<file path="src/rtl/delivery_matrix_driver.sv">
// Row-scanned driver for an 8x8 red/green LED matrix showing the delivery
// game's obstacle map, objective map and a blinking player pixel on row 7.
// Every frame works from a snapshot taken at frame start, so the picture
// never tears. A short blank at the start of each row suppresses ghosting.
module delivery_matrix_driver #(
  parameter int ROW_TICKS    = 1000,
  parameter int BLANK_TICKS  = 2,
  parameter int BLINK_FRAMES = 16
) (
  input  logic        clock,
  input  logic        reset,
  input  logic        enable,
  input  logic [63:0] map_obstacle,
  input  logic [63:0] map_objective,
  input  logic [3:0]  player_position,
  output logic [7:0]  row_sel,
  output logic [7:0]  col_red,
  output logic [7:0]  col_green,
  output logic        frame_start,
  output logic [2:0]  db_row
);

  localparam int TW = (ROW_TICKS > 2) ? $clog2(ROW_TICKS) : 1;
  localparam int FW = (BLINK_FRAMES > 2) ? $clog2(BLINK_FRAMES) : 1;
  localparam logic [TW-1:0] T_LAST  = TW'(ROW_TICKS - 1);
  localparam logic [TW-1:0] T_BLANK = TW'(BLANK_TICKS);
  localparam logic [FW-1:0] F_LAST  = FW'(BLINK_FRAMES - 1);

  logic [TW-1:0] tick_reg, tick_next;
  logic [2:0]    row_reg, row_next;
  logic [FW-1:0] frame_reg, frame_next;
  logic          blink_reg, blink_next;
  logic          en_reg;
  logic [63:0]   snap_obs_reg, snap_obj_reg;
  logic [3:0]    snap_pos_reg;

  logic          visible;
  logic          player_row;
  logic [7:0]    obs_row, obj_row;

  // Scan counters: tick within row, row within frame, frame within blink half-period.
  always_comb begin
    tick_next  = tick_reg + TW'(1);
    row_next   = row_reg;
    frame_next = frame_reg;
    blink_next = blink_reg;
    if (tick_reg == T_LAST) begin
      tick_next = '0;
      row_next  = row_reg + 3'd1;
      if (row_reg == 3'd7) begin
        if (frame_reg == F_LAST) begin
          frame_next = '0;
          blink_next = ~blink_reg;
        end else begin
          frame_next = frame_reg + FW'(1);
        end
      end
    end
  end

  // State registers, the registered enable, and the frame-start snapshot.
  always_ff @(posedge clock or posedge reset) begin
    if (reset) begin
      tick_reg     <= '0;
      row_reg      <= '0;
      frame_reg    <= '0;
      blink_reg    <= 1'b1;
      en_reg       <= 1'b0;
      snap_obs_reg <= '0;
      snap_obj_reg <= '0;
      snap_pos_reg <= '0;
    end else begin
      tick_reg  <= tick_next;
      row_reg   <= row_next;
      frame_reg <= frame_next;
      blink_reg <= blink_next;
      en_reg    <= enable;
      if (frame_start) begin
        snap_obs_reg <= map_obstacle;
        snap_obj_reg <= map_objective;
        snap_pos_reg <= player_position;
      end
    end
  end

  assign frame_start = (row_reg == 3'd0) && (tick_reg == '0);
  assign db_row      = row_reg;
  assign visible     = en_reg && (tick_reg >= T_BLANK);
  assign player_row  = (row_reg == 3'd7) && !snap_pos_reg[3];
  assign obs_row     = snap_obs_reg[{row_reg, 3'b000} +: 8];
  assign obj_row     = snap_obj_reg[{row_reg, 3'b000} +: 8];
  assign row_sel     = visible ? (8'd1 << row_reg) : 8'd0;

  // Per-column colour: a lit player pixel shows yellow, then obstacle red, then objective green.
  for (genvar gi = 0; gi < 8; gi++) begin : g_col
    logic player_lit;
    assign player_lit    = player_row && blink_reg && (snap_pos_reg[2:0] == 3'(gi));
    assign col_red[gi]   = visible && (player_lit || obs_row[gi]);
    assign col_green[gi] = visible && (player_lit || (!obs_row[gi] && obj_row[gi]));
  end

endmodule

</file>
<file path="config.mk">
export PLATFORM = sky130hd
export DESIGN_NAME = delivery_matrix_driver
export DESIGN_NICKNAME = d
export VERILOG_FILES = /design/src/rtl/delivery_matrix_driver.sv
export SDC_FILE = /design/constraint.sdc
export NUM_CORES = 1
export LEC_CHECK = 0
export CAP_MARGIN = 20
export CORE_MARGIN = 3
export CORE_UTILIZATION = 50
export CTS_BUF_LIST = sky130_fd_sc_hd__clkbuf_4 sky130_fd_sc_hd__clkbuf_8
export CTS_CLUSTER_DIAMETER = 50
export DETAILED_ROUTE_END_ITERATION = 16
export PLACE_DENSITY = 0.83
export SLEW_MARGIN = 20
export SYNTH_ARGS = -nofsm -noshare
export SYNTH_HDL_FRONTEND = slang
export SYNTH_SLANG_ARGS = --single-unit
</file>
<file path="constraint.sdc">
create_clock -name clock -period 15.36 [get_ports clock]
set_clock_uncertainty 0.05 [all_clocks]
set_input_delay 3.072 -clock clock [delete_from_list [all_inputs] [get_ports clock]]
set_output_delay 3.072 -clock clock [all_outputs]
set_load 0.02 [all_outputs]
</file>
==> out/qor.csv <==
metric,value,unit
outcome,finished clean,
synth-edff-count,0,
synth_top_cell_area_share,0.5114,
critPathMaxStageDelay,1.06,ns
crit_family,flip-flops,
synth.cell_area,7340,sq um
wl,17480,um
clock_sinks,151,
synth.area.top_cells,"dfrtp_1 51%, mux2_4 14%, mux2_2 11%",
ctsRootBufferMaster,clkbuf_8,
endpoint_kind,output pin,
setup_viol,0,
yosys.area.top_type,dfrtp_1,
crit_path_max_fanout,39,
dr.pass1.iters,4,
hold_violations,0,
utilization,0.6759,
drive_above_1_share,0.3374,
grt_max_degree,103,
arrival,3.74,ns
grt_pass1_vias,5147,
clockBufferDepth,2,
hold_buffers,0,
gp_congestion,0.8155,
post-route-period-util,0.4469,
drtIter0Drc,241,
syn-num-nets,622,
synth_cell_type_count,35,
num_vias,4637,
cts_buffers,17,
hp-class,reg -> reg,
synth-async-reset-ratio,1.000,
max_freq,145.7,MHz
avgSynthCellArea,15.39,sq um
min_period,6.864,ns
drc,0,
hold_slack,0.4519,ns
crit_top_cell,nand2_1,
yosys_warnings,0,
path_clk_slew,0.08,ns
yosys.cell_count.top_type,dfrtp_1,
power,0.0008655,W
io_pins,163,
wl_per_cell,21.08,um
rsz0062_at_grt,no,
antenna_found_initial,1,
die-width,127.2,um
path_class,reg -> out,
leakage,4.213,nW
grt_use_total,0.2273,
crit_buf_inv,1,
synth_common_cells,"150 x dfrtp_1, 73 x mux2_2, 69 x mux2_4",
fp.dieH,127.2,um
die-area,16170,sq um
cp.required,12.24,ns
post_cts_resized,0,
area.growth.synth_to_final,29.82,%
worstMarginPinSlew,1.031,ns
drv_cap,0,
ant_nets,0,
core_area,14100,sq um
portBuffers,162,
path_cells,ha_1 -> nand2_1 -> nor3b_1 -> nand2_1 -> a21oi_1 -> clkdlybuf4s50_1,
diodes,0,
ys.flop_type,dfrtp_1,
htreeDepth,4,
rows,43,
relSlewSlack,0.3124,
peakVddDrop,0.06315,mV
power_density,90.84,nW/um^2
clkLatencyLatePin,0.45,ns
post-dp-hpwl,12600,um
fin_setup_tns,0,ns
critPathLaunchType,flop,
synth.yosys.seq_area_share,0.5150,
viasPerCell,5.593,
start_util,0.5207,
layout.nets,782,
netlist_instances,477,
cts_setup_buffers,0,
cts_tree,yes,
grt_pass1_wl,27890,um
synth-seq-cells,151,
maxSlewViolCount,0,
grt_overflow,0,
slowest_stage,dfrtp_2,
## power by group
part,internal [W],switching [W]
clock,0.000204,0.000148
combinational,0.0000591,0.0000291
sequential,0.000415,0.0000104
total,0.000678,0.000188
## path summary, 6_finish.rpt
check,startpoint,to,slack (ns),cells after the start
hold / removal,blink_reg$_DFFE_PP1P_,blink_reg$_DFFE_PP1P_,0.45,1
setup reg to reg,db_row[0]$_DFFE_PP0N_,snap_obs_reg[15]$_DFFE_PP0P_,11.27,7
hold reg to reg,blink_reg$_DFFE_PP1P_,blink_reg$_DFFE_PP1P_,0.45,1
min in group asynchronous,reset,snap_obj_reg[63]$_DFFE_PP0P_,3.16,2
setup / recovery,db_row[2]$_DFFE_PP0N_,col_red[5],8.50,6
max in group asynchronous,reset,db_row[0]$_DFFE_PP0N_,10.89,3
## routing by layer
| layer | vias to the layer above | share of wire | GRT usage |
|---|---|---|---|
| li1 | 2059 | - | - |
| met3 | 21 | 0.080 | 0.06313 |
| met2 | 176 | 0.49 | 0.3608 |
| met5 | - | 0.00074 | 0 |
| met4 | 2 | 0.014 | 0.06562 |
| met1 | 2379 | 0.42 | 0.3099 |
## logic make-up (layout without fill, tap and decap cells)
kind of cell	count (synthesis)	in the layout	synth area share
multiplexers	184	184	0.3650
flip-flops	151	151	0.5150
AND/OR/NAND/NOR	67	67	0.04705
buffers and inverters	33	205	0.02762
AO/OA/AOI/OAI	22	22	0.01637
adder cells (fa/ha/maj)	10	10	0.01705
XOR/XNOR	10	10	0.01193
## worst reg2reg max path, stage by stage, from the launching register on
cell and delay [ns]:
dfrtp_2 0.78, inv_2 0.31, ha_1 0.32, nand2_1 0.07, or3_4 0.49, buf_4 0.73
buf_4 0.78, mux2_2 0.46
## placed cells by master (no fill, tap or decap), types with 5 or more instances in the layout
master,instances
a21oi_1,18
and3_1,9
buf_4,5
bufinv_16,5
clkbuf_8,19
clkdlybuf4s50_1,162
dfrtp_1,148
ha_1,10
mux2_2,73
mux2_4,69
mux2i_1,10
mux4_2,32
nand2_1,23
nand3_1,5
nor2_1,10
nor2b_1,5
xnor2_1,6
## per-stage QoR
stage | instances | instance area, sq um | worst slack (ns)
6_report | 829 | 9528 | 8.496
5_1_grt | 829 | 9528 | 8.257
4_1_cts | 829 | 9528 | 8.457
3_5_place_dp | 798 | 9065 | 8.985
3_3_place_gp | 798 | 9064 | 8.718
2_1_floorplan | 477 | 7340 | 8.175
## layout make-up
cell class	instances	area [sq um]
Timing Repair Buffer	167	1659
Clock inverter	11	193.9
Clock buffer	20	269.0
Inverter	7	31.28
Fill cell	980	4568
Multi-Input combinational cell	293	3367
Tap cell	180	225.2
Sequential cell	151	3782
Power figures use the tool's default switching activity.
